`config.mk`:
```
export PLATFORM = sky130hd
export DESIGN_NAME = uart_rx_dma_flat
export DESIGN_NICKNAME = d
export VERILOG_FILES = /design/src/rtl/uart_rx_dma_if.sv /design/src/rtl/uart_rx_dma.sv /design/src/flat_wrapper.sv
export SDC_FILE = /design/constraint.sdc
export NUM_CORES = 2
export LEC_CHECK = 0
export CAP_MARGIN = 10
export CORE_MARGIN = 2
export CORE_UTILIZATION = 35
export CTS_CLUSTER_DIAMETER = 40
export DETAILED_ROUTE_END_ITERATION = 8
export GPL_TIMING_DRIVEN = 1
export SLEW_MARGIN = 10
export SYNTH_ARGS = -nofsm -noshare
export SYNTH_HDL_FRONTEND = slang
export SYNTH_SLANG_ARGS = --single-unit
```
`constraint.sdc`:
```
create_clock -name clk_50M -period 5 [get_ports clk_50M]
set_input_delay 1 -clock clk_50M [delete_from_list [all_inputs] [get_ports clk_50M]]
set_output_delay 1 -clock clk_50M [all_outputs]
set_load 0.03 [all_outputs]
```
`src/rtl/uart_rx_dma_if.sv`:
```
// uart_rx_dma_if
//   DMA write-channel bundle between the UART ingest block and the DMA engine.
//   master : the ingest block (drives address, request, data, size, ready)
//   slave  : the DMA engine (drives busy and per-word accept)
//   dma_waddr  - burst start byte address
//   dma_wareq  - one-cycle burst request pulse
//   dma_wbusy  - engine busy with a write burst
//   dma_wdata  - write word, valid while dma_wready is high
//   dma_wsize  - burst length in 64-bit words
//   dma_wvalid - engine accepts a word this cycle
//   dma_wready - block presents a word on dma_wdata
interface uart_rx_dma_if;
   logic [31:0] dma_waddr;
   logic        dma_wareq;
   logic        dma_wbusy;
   logic [63:0] dma_wdata;
   logic [15:0] dma_wsize;
   logic        dma_wvalid;
   logic        dma_wready;

   modport master (
      output dma_waddr, dma_wareq, dma_wdata, dma_wsize, dma_wready,
      input  dma_wbusy, dma_wvalid
   );

   modport slave (
      input  dma_waddr, dma_wareq, dma_wdata, dma_wsize, dma_wready,
      output dma_wbusy, dma_wvalid
   );
endinterface

```
`src/rtl/uart_rx_dma.sv`:
```
// uart_rx_dma
//   UART-to-DDR ingest path. Receives UART bytes, packs them little-endian
//   into 64-bit words, buffers them in a 2*BURST_WORDS deep word FIFO and
//   pushes fixed-size bursts through the DMA write channel into a circular
//   DDR buffer at BASE_ADDR..BASE_ADDR+BUF_BYTES-1.
//
//   Ports:
//     clk_50M      - system clock
//     dma_rst_n    - asynchronous active-low reset
//     i_uart_rx    - UART serial input, idles high
//     dma          - DMA write channel (uart_rx_dma_if.master)
//     rx_frame_err - sticky, a byte was dropped on a bad stop (or parity) bit
//     rx_overflow  - sticky, a word was dropped because the FIFO was full
//
//   Build option: define UART_RX_PARITY_EN for 8E1 frames (PARITY state
//   between DATA and STOP). Undefined, frames are 8N1.
module uart_rx_dma #(
   parameter int          CLK_FREQ    = 50_000_000,
   parameter int          BAUD        = 115200,
   parameter logic [31:0] BASE_ADDR   = 32'h0000_0000,
   parameter logic [31:0] BUF_BYTES   = 32'h0010_0000,
   parameter int          BURST_WORDS = 16
) (
   input  logic          clk_50M,
   input  logic          dma_rst_n,
   input  logic          i_uart_rx,
   uart_rx_dma_if.master dma,
   output logic          rx_frame_err,
   output logic          rx_overflow
);

   localparam int          BIT_CNT     = CLK_FREQ / BAUD;
   localparam int          HALF_CNT    = BIT_CNT / 2;
   localparam int          CW          = (BIT_CNT > 1) ? $clog2(BIT_CNT) : 1;
   localparam int          DEPTH       = 2 * BURST_WORDS;
   localparam int          PW          = $clog2(DEPTH);
   localparam int          CNTW        = $clog2(DEPTH + 1);
   localparam int          PCW         = $clog2(BURST_WORDS + 1);
   localparam logic [31:0] BURST_BYTES = 32'(BURST_WORDS * 8);
   localparam logic [31:0] END_ADDR    = BASE_ADDR + BUF_BYTES;

   // ------------------------------------------------------------------
   // RX synchronizer and falling-edge detect
   // ------------------------------------------------------------------
   logic rx_meta_q, rx_sync_q, rx_prev_q;
   logic rx_fall;

   always_ff @(posedge clk_50M or negedge dma_rst_n) begin
      if (!dma_rst_n) begin
         rx_meta_q <= 1'b1;
         rx_sync_q <= 1'b1;
         rx_prev_q <= 1'b1;
      end else begin
         rx_meta_q <= i_uart_rx;
         rx_sync_q <= rx_meta_q;
         rx_prev_q <= rx_sync_q;
      end
   end

   assign rx_fall = rx_prev_q & ~rx_sync_q;

   // ------------------------------------------------------------------
   // RX FSM
   // ------------------------------------------------------------------
   typedef enum logic [2:0] {
      RX_IDLE,
      RX_START,
      RX_DATA,
`ifdef UART_RX_PARITY_EN
      RX_PARITY,
`endif
      RX_STOP
   } rx_state_e;

   rx_state_e         rx_state_q, rx_state_d;
   logic [CW-1:0]     baud_cnt_q, baud_cnt_d;
   logic [2:0]        bit_idx_q, bit_idx_d;
   logic [7:0]        shift_q, shift_d;
   logic              byte_vld_q, byte_vld_d;
   logic              frame_err_q;
   logic              frame_bad;
   logic              bit_tick;
   logic              stop_ok;
`ifdef UART_RX_PARITY_EN
   logic              par_err_q, par_err_d;
`endif

   assign bit_tick = (baud_cnt_q == CW'(BIT_CNT - 1));

`ifdef UART_RX_PARITY_EN
   assign stop_ok = rx_sync_q & ~par_err_q;
`else
   assign stop_ok = rx_sync_q;
`endif

   always_comb begin
      rx_state_d = rx_state_q;
      baud_cnt_d = baud_cnt_q;
      bit_idx_d  = bit_idx_q;
      shift_d    = shift_q;
      byte_vld_d = 1'b0;
      frame_bad  = 1'b0;
`ifdef UART_RX_PARITY_EN
      par_err_d  = par_err_q;
`endif
      case (rx_state_q)
         RX_IDLE: begin
            if (rx_fall) begin
               rx_state_d = RX_START;
               baud_cnt_d = '0;
            end
         end
         RX_START: begin
            // mid-start-bit sample; a high level here was only a glitch
            if (baud_cnt_q == CW'(HALF_CNT - 1)) begin
               baud_cnt_d = '0;
               bit_idx_d  = '0;
               rx_state_d = rx_sync_q ? RX_IDLE : RX_DATA;
            end else begin
               baud_cnt_d = baud_cnt_q + 1'b1;
            end
         end
         RX_DATA: begin
            if (bit_tick) begin
               baud_cnt_d = '0;
               shift_d    = {rx_sync_q, shift_q[7:1]};   // LSB first
               bit_idx_d  = bit_idx_q + 3'd1;
               if (bit_idx_q == 3'd7) begin
`ifdef UART_RX_PARITY_EN
                  rx_state_d = RX_PARITY;
`else
                  rx_state_d = RX_STOP;
`endif
               end
            end else begin
               baud_cnt_d = baud_cnt_q + 1'b1;
            end
         end
`ifdef UART_RX_PARITY_EN
         RX_PARITY: begin
            if (bit_tick) begin
               baud_cnt_d = '0;
               par_err_d  = ^{shift_q, rx_sync_q};     // even parity
               rx_state_d = RX_STOP;
            end else begin
               baud_cnt_d = baud_cnt_q + 1'b1;
            end
         end
`endif
         RX_STOP: begin
            if (bit_tick) begin
               baud_cnt_d = '0;
               rx_state_d = RX_IDLE;
               if (stop_ok) byte_vld_d = 1'b1;
               else         frame_bad  = 1'b1;
            end else begin
               baud_cnt_d = baud_cnt_q + 1'b1;
            end
         end
         default: rx_state_d = RX_IDLE;
      endcase
   end

   always_ff @(posedge clk_50M or negedge dma_rst_n) begin
      if (!dma_rst_n) begin
         rx_state_q  <= RX_IDLE;
         baud_cnt_q  <= '0;
         bit_idx_q   <= '0;
         shift_q     <= '0;
         byte_vld_q  <= 1'b0;
         frame_err_q <= 1'b0;
`ifdef UART_RX_PARITY_EN
         par_err_q   <= 1'b0;
`endif
      end else begin
         rx_state_q  <= rx_state_d;
         baud_cnt_q  <= baud_cnt_d;
         bit_idx_q   <= bit_idx_d;
         shift_q     <= shift_d;
         byte_vld_q  <= byte_vld_d;
         frame_err_q <= frame_err_q | frame_bad;
`ifdef UART_RX_PARITY_EN
         par_err_q   <= par_err_d;
`endif
      end
   end

   // ------------------------------------------------------------------
   // Byte packer: byte k lands in bits [8k+7:8k]; the 8th byte is not
   // stored, it goes straight into the FIFO with the 7 held bytes.
   // ------------------------------------------------------------------
   logic [55:0] pack_q, pack_d;
   logic [2:0]  k_q, k_d;
   logic        push_req;
   logic [63:0] push_word;

   always_comb begin
      pack_d    = pack_q;
      k_d       = k_q;
      push_req  = 1'b0;
      push_word = {shift_q, pack_q};
      if (byte_vld_q) begin
         if (k_q == 3'd7) begin
            push_req = 1'b1;
            k_d      = 3'd0;
         end else begin
            pack_d[8*k_q +: 8] = shift_q;
            k_d                = k_q + 3'd1;
         end
      end
   end

   always_ff @(posedge clk_50M or negedge dma_rst_n) begin
      if (!dma_rst_n) begin
         pack_q <= '0;
         k_q    <= '0;
      end else begin
         pack_q <= pack_d;
         k_q    <= k_d;
      end
   end

   // ------------------------------------------------------------------
   // Word FIFO with a registered head (head_q mirrors mem[rd_ptr]).
   // ------------------------------------------------------------------
   logic [63:0]     mem_q [DEPTH];
   logic [PW-1:0]   wr_ptr_q, wr_ptr_d;
   logic [PW-1:0]   rd_ptr_q, rd_ptr_d;
   logic [PW-1:0]   rd_nxt;
   logic [CNTW-1:0] count_q, count_d;
   logic [63:0]     head_q, head_d;
   logic            overflow_q;
   logic            do_push, do_pop;
   logic            wready;

   function automatic logic [PW-1:0] ptr_inc(input logic [PW-1:0] p);
      return (p == PW'(DEPTH - 1)) ? '0 : p + 1'b1;
   endfunction

   assign do_push = push_req && (count_q != CNTW'(DEPTH));
   assign do_pop  = dma.dma_wvalid && wready;
   assign rd_nxt  = ptr_inc(rd_ptr_q);

   always_comb begin
      wr_ptr_d = do_push ? ptr_inc(wr_ptr_q) : wr_ptr_q;
      rd_ptr_d = do_pop  ? rd_nxt : rd_ptr_q;
      case ({do_push, do_pop})
         2'b10:   count_d = count_q + 1'b1;
         2'b01:   count_d = count_q - 1'b1;
         default: count_d = count_q;
      endcase
      // next head: the following stored word, or the word being pushed
      // when it is the only one left / the FIFO was empty
      head_d = head_q;
      if (do_pop) begin
         if (count_q > CNTW'(1))
            head_d = mem_q[rd_nxt];
         else if (do_push)
            head_d = push_word;
      end else if (count_q == '0 && do_push) begin
         head_d = push_word;
      end
   end

   always_ff @(posedge clk_50M) begin
      if (do_push) mem_q[wr_ptr_q] <= push_word;
   end

   always_ff @(posedge clk_50M or negedge dma_rst_n) begin
      if (!dma_rst_n) begin
         wr_ptr_q   <= '0;
         rd_ptr_q   <= '0;
         count_q    <= '0;
         head_q     <= '0;
         overflow_q <= 1'b0;
      end else begin
         wr_ptr_q   <= wr_ptr_d;
         rd_ptr_q   <= rd_ptr_d;
         count_q    <= count_d;
         head_q     <= head_d;
         overflow_q <= overflow_q | (push_req & ~do_push);
      end
   end

   // ------------------------------------------------------------------
   // DMA FSM
   // ------------------------------------------------------------------
   typedef enum logic [2:0] {
      D_IDLE,
      D_REQ,
      D_WAIT_BUSY,
      D_XFER,
      D_WAIT_DONE
   } dma_state_e;

   dma_state_e     dma_state_q, dma_state_d;
   logic [PCW-1:0] pop_cnt_q, pop_cnt_d;
   logic [31:0]    waddr_q, waddr_d;

   always_comb begin
      dma_state_d = dma_state_q;
      pop_cnt_d   = pop_cnt_q;
      waddr_d     = waddr_q;
      case (dma_state_q)
         D_IDLE: begin
            if (count_q >= CNTW'(BURST_WORDS) && !dma.dma_wbusy)
               dma_state_d = D_REQ;
         end
         D_REQ:       dma_state_d = D_WAIT_BUSY;
         D_WAIT_BUSY: if (dma.dma_wbusy) dma_state_d = D_XFER;
         D_XFER: begin
            if (do_pop) begin
               if (pop_cnt_q == PCW'(BURST_WORDS - 1)) begin
                  pop_cnt_d   = '0;
                  dma_state_d = D_WAIT_DONE;
               end else begin
                  pop_cnt_d = pop_cnt_q + 1'b1;
               end
            end
         end
         D_WAIT_DONE: begin
            if (!dma.dma_wbusy) begin
               dma_state_d = D_IDLE;
               waddr_d     = (waddr_q + BURST_BYTES == END_ADDR) ? BASE_ADDR
                                                                 : waddr_q + BURST_BYTES;
            end
         end
         default: dma_state_d = D_IDLE;
      endcase
   end

   always_ff @(posedge clk_50M or negedge dma_rst_n) begin
      if (!dma_rst_n) begin
         dma_state_q <= D_IDLE;
         pop_cnt_q   <= '0;
         waddr_q     <= BASE_ADDR;
      end else begin
         dma_state_q <= dma_state_d;
         pop_cnt_q   <= pop_cnt_d;
         waddr_q     <= waddr_d;
      end
   end

   assign wready         = (dma_state_q == D_XFER) && (count_q != '0);
   assign dma.dma_wready = wready;
   assign dma.dma_wareq  = (dma_state_q == D_REQ);
   assign dma.dma_waddr  = waddr_q;
   assign dma.dma_wdata  = head_q;
   assign dma.dma_wsize  = 16'(BURST_WORDS);
   assign rx_frame_err   = frame_err_q;
   assign rx_overflow    = overflow_q;

endmodule

```
`src/flat_wrapper.sv`:
```
// flat-port wrapper written by rule: the top's interface ports become plain ports
module uart_rx_dma_flat 
#(
   parameter int          CLK_FREQ    = 50_000_000,
   parameter int          BAUD        = 115200,
   parameter logic [31:0] BASE_ADDR   = 32'h0000_0000,
   parameter logic [31:0] BUF_BYTES   = 32'h0010_0000,
   parameter int          BURST_WORDS = 16
)
  (clk_50M, dma_rst_n, i_uart_rx, rx_frame_err, rx_overflow, dma_dma_waddr, dma_dma_wareq, dma_dma_wdata, dma_dma_wsize, dma_dma_wready, dma_dma_wbusy, dma_dma_wvalid);
  uart_rx_dma_if dma_i ();
  input  logic clk_50M;
  input  logic dma_rst_n;
  input  logic i_uart_rx;
  output logic rx_frame_err;
  output logic rx_overflow;
  output wire logic [$bits(dma_i.dma_waddr)-1:0] dma_dma_waddr;
  output wire logic [$bits(dma_i.dma_wareq)-1:0] dma_dma_wareq;
  output wire logic [$bits(dma_i.dma_wdata)-1:0] dma_dma_wdata;
  output wire logic [$bits(dma_i.dma_wsize)-1:0] dma_dma_wsize;
  output wire logic [$bits(dma_i.dma_wready)-1:0] dma_dma_wready;
  input wire logic [$bits(dma_i.dma_wbusy)-1:0] dma_dma_wbusy;
  input wire logic [$bits(dma_i.dma_wvalid)-1:0] dma_dma_wvalid;
  assign dma_dma_waddr = dma_i.dma_waddr;
  assign dma_dma_wareq = dma_i.dma_wareq;
  assign dma_dma_wdata = dma_i.dma_wdata;
  assign dma_dma_wsize = dma_i.dma_wsize;
  assign dma_dma_wready = dma_i.dma_wready;
  assign dma_i.dma_wbusy = dma_dma_wbusy;
  assign dma_i.dma_wvalid = dma_dma_wvalid;
  uart_rx_dma #(.CLK_FREQ(CLK_FREQ), .BAUD(BAUD), .BASE_ADDR(BASE_ADDR), .BUF_BYTES(BUF_BYTES), .BURST_WORDS(BURST_WORDS)) u_core (.clk_50M(clk_50M), .dma_rst_n(dma_rst_n), .i_uart_rx(i_uart_rx), .dma(dma_i), .rx_frame_err(rx_frame_err), .rx_overflow(rx_overflow));
endmodule
```
==> impl_metrics.json <==
{
  "path_depth": 4,
  "worst_clock_skew_ns": 0.06912,
  "drive_gt1_frac": 0.2774,
  "ys_top_cells_by_area": "edfxtp_1 (71%), mux4_2 (13%), dfrtp_1 (5.7%)",
  "r2r-start": "u_core.rd_ptr_q[0]$_DFFE_PN0N_",
  "dpl.hpwl_um": 116700,
  "postCtsSetupRepairBufs": 0,
  "final-hold-violation-count": 0,
  "synth_edf_count": 2048,
  "numPortBuffers": 97,
  "grt_overflow": 0,
  "cts-hold-fix-buffers": 0,
  "path_buf_inv": 1,
  "totalWireLength_um": 229000,
  "worst_pin_slew_ns": 1.189,
  "reg2reg_to": "u_core.dma.dma_wdata[41]$_DFFE_PN0P_",
  "grt_max_degree": 84,
  "grt_setup_unrepaired": "false",
  "grt_first_pass_wirelength_um": 324500,
  "crit_required_ns": 4.00,
  "die_h_um": 502.4,
  "max-cap-violations": 0,
  "syn2layout_area_growth_pct": 18.52,
  "critPathArrivalTime_ns": 3.11,
  "via_count": 43490,
  "track_usage": 0.1792,
  "finalCoreUtilization": 0.4183,
  "clk_path_buf_depth": 4,
  "synthArstFlopShare": 0.08897,
  "synthCells": 4028,
  "cts_root_buf": "clkbuf_16",
  "rr_worst_depth": 9,
  "crit_fanout": 5,
  "clock.fmax_ghz": 0.2434,
  "clock_latency_ns": 0.93,
  "vias_per_cell": 5.506,
  "max_stage_delay_ns": 0.59,
  "peakVddDrop_mv": 0.6012,
  "drv_slew": 0,
  "ios": 121,
  "criticalPathCategory": "register to output pin",
  "grt_pass1_vias": 43670,
  "htree_levels": 5,
  "drt-initial-drc-count": 5014,
  "wire_per_inst_um": 28.99,
  "ant_nets": 0,
  "cts-resized-gates": 0,
  "slew_headroom": 0.2075,
  "min_period_ns": 4.108,
  "dieArea_um2": 252400,
  "cpLargestDelayFamily": "simple AND/OR/NAND/NOR gates",
  "r2r_setup_slack_ns": 1.23,
  "hp-class": "input port to asynchronous set/reset pin",
  "cts_tree": "built",
  "yosysSeqAreaShare": 0.7649,
  "clk_pin_slew_ns": 0.06,
  "worstSetupStartpointType": "register",
  "path_cells": "nor2_1, nand3_1, and4b_1, clkdlybuf4s50_1",
  "core_um2": 246400,
  "ys_seq_elements": 2248,
  "antenna_found_initial": 11,
  "p_leak_nw": 27.75,
  "status": "completed",
  "cts.sinks": 2248,
  "critPathLaunch": "u_core.count_q[4]$_DFFE_PN0P_",
  "synth_cell_types": 68,
  "fin_crit_sh": 0.8216,
  "cp-end-kind": "output pin",
  "final_nets": 4394,
  "synth_area_leader_cell": "edfxtp_1",
  "place_congestion": 0.7605,
  "cpMaxStageDelayCell": "clkdlybuf4s50_1",
  "row_count": 182,
  "die_w_um": 502.4,
  "numCtsBuffers": 297,
  "synth_top_area_share": 0.7073,
  "yosysWarnings": 0,
  "ys.flop_type": "edfxtp_1",
  "drc_errors": 0,
  "final-setup-viol-count": 0,
  "syn-cell-area_um2": 86950,
  "cp-endpoint": "dma_dma_wready",
  "first_pass_iters": 6,
  "initial_core_util": 0.3529,
  "finalSetupTns_ns": 0,
  "power_density_nw_per_um2": 519.4,
  "avgSynthCellArea_um2": 21.59
}
-- routing by layer --
layer,routed length [um],part of all wire,GRT usage,vias up
met4,5021,0.022,0.04522,2
met3,17830,0.078,0.03105,383
met5,13,0.000057,0,-
met2,109900,0.48,0.2879,1919
li1,-,-,-,17600
met1,96270,0.42,0.2537,23590
-- registers in the layout, summed over array words and instances (netlist names), 5 cells and up --
| signal | cells |
|---|---|
| u_core.wr_ptr_q | 5 |
| u_core.rd_ptr_q | 5 |
| u_core.count_q | 6 |
| u_core.pack_q | 56 |
| u_core.mem_q | 2048 |
| u_core.shift_q | 8 |
| u_core.dma.dma_wdata | 64 |
| u_core.pop_cnt_q | 5 |
| u_core.dma.dma_waddr | 25 |
| u_core.baud_cnt_q | 9 |
-- power breakdown --
group          switching, mW  internal (mW)  total [mW]  leakage [nW]
logic                   6.95           3.91        10.9          6.20
registers              0.520           20.6        21.1          16.7
clock network           8.17           13.4        21.6          4.90
total                   15.6           37.9        53.5          27.8
-- worst min path at each step --
stage	depth (start not counted)	end	slack (ns)	startpoint
after floorplan	0	u_core.rx_sync_q$_DFF_PN1_	0.35	u_core.rx_meta_q$_DFF_PN1_
after global placement	0	u_core.rx_sync_q$_DFF_PN1_	0.35	u_core.rx_meta_q$_DFF_PN1_
after detailed placement	0	u_core.rx_sync_q$_DFF_PN1_	0.35	u_core.rx_meta_q$_DFF_PN1_
after CTS	1	u_core.dma.dma_waddr[16]$_DFFE_PN0P_	0.12	dma_rst_n
after global routing	1	u_core.dma.dma_waddr[14]$_DFFE_PN0P_	0.15	dma_rst_n
final	1	u_core.dma.dma_waddr[16]$_DFFE_PN0P_	0.12	dma_rst_n
-- Yosys cell counts, types with 4 or more instances --
cell type,n
mux2_2,64
a211oi_1,63
xor2_1,12
edfxtp_1,2048
nand2b_1,9
nor2_1,63
nand3_1,30
o21ai_0,40
o21ai_1,4
nand4b_1,4
buf_4,70
mux2i_1,194
o2bb2ai_1,62
nand4_1,13
dfrtp_1,197
a21oi_1,78
xnor2_1,27
mux4_2,512
nor3_1,17
buf_6,17
clkbuf_1,71
inv_1,25
nor4_2,4
and3_1,9
a31oi_1,4
nand3b_1,8
or3_1,7
nand2_1,71
buf_1,13
o22ai_1,128
buf_2,67
ha_1,29
o211ai_1,4
-- logic make-up (layout without fill, tap and decap cells) --
family,Yosys count,after routing,synth area share
AO/OA/AOI/OAI,408,408,0.03098
other,2,25,0.00008637
AND/OR/NAND/NOR,265,265,0.01574
flip-flops,2248,2248,0.7649
adder cells (fa/ha/maj),29,29,0.004173
XOR/XNOR,39,39,0.003928
buffers and inverters,267,803,0.01701
multiplexers,770,770,0.1632
-- layout make-up --
cell class                      instances  area (um^2)
Fill cell                           21270       143300
Sequential cell                      2248        66510
Multi-Input combinational cell       1534        19370
Clock buffer                          350         7868
Tap cell                             3312         4144
Timing Repair Buffer                  252         2815
Clock inverter                        174         2247
Inverter                               27        101.3
Antenna cell                            2        5.005
-- stage by stage --
stage | total power [mW] | setup WS, ns | cells | hold slack (ns) | instance area, um^2
detailed placement | 32.47 | 1.235 | 7373 | 0.3469 | 92940
global route | 55.15 | 0.7158 | 7897 | 0.1526 | 103100
finish | 53.53 | 0.8920 | 7899 | 0.1195 | 103100
floorplan | 28.34 | 0.5052 | 4049 | 0.3452 | 87030
CTS | 54.01 | 0.8096 | 7897 | 0.1203 | 103100
global placement | 32.44 | 1.252 | 7373 | 0.3455 | 92940
-- cells in the final DEF (no fill, tap or decap), drive strengths merged, types with 4 or more instances in the layout --
master and instances:
xnor2 27, o22ai 128, clkdlybuf4s50 96, nor2 64, o211ai 4, clkinvlp 21
buf 156, mux2i 194, nand4 14, nand4b 4, xor2 12, conb 23
bufinv 39, o21ai 44, o2bb2ai 62, dfrtp 197, or3 7, nand2 71
and3 9, edfxtp 2048, nor3 17, or2 4, inv 70, clkbuf 350
a31oi 4, nor4 7, clkinv 71, nand3b 8, mux4 512, a21oi 78
nand3 30, nor3b 4, mux2 64, a211oi 63, ha 29, nand2b 9
Note: power is estimated with default switching activity, not from simulation.
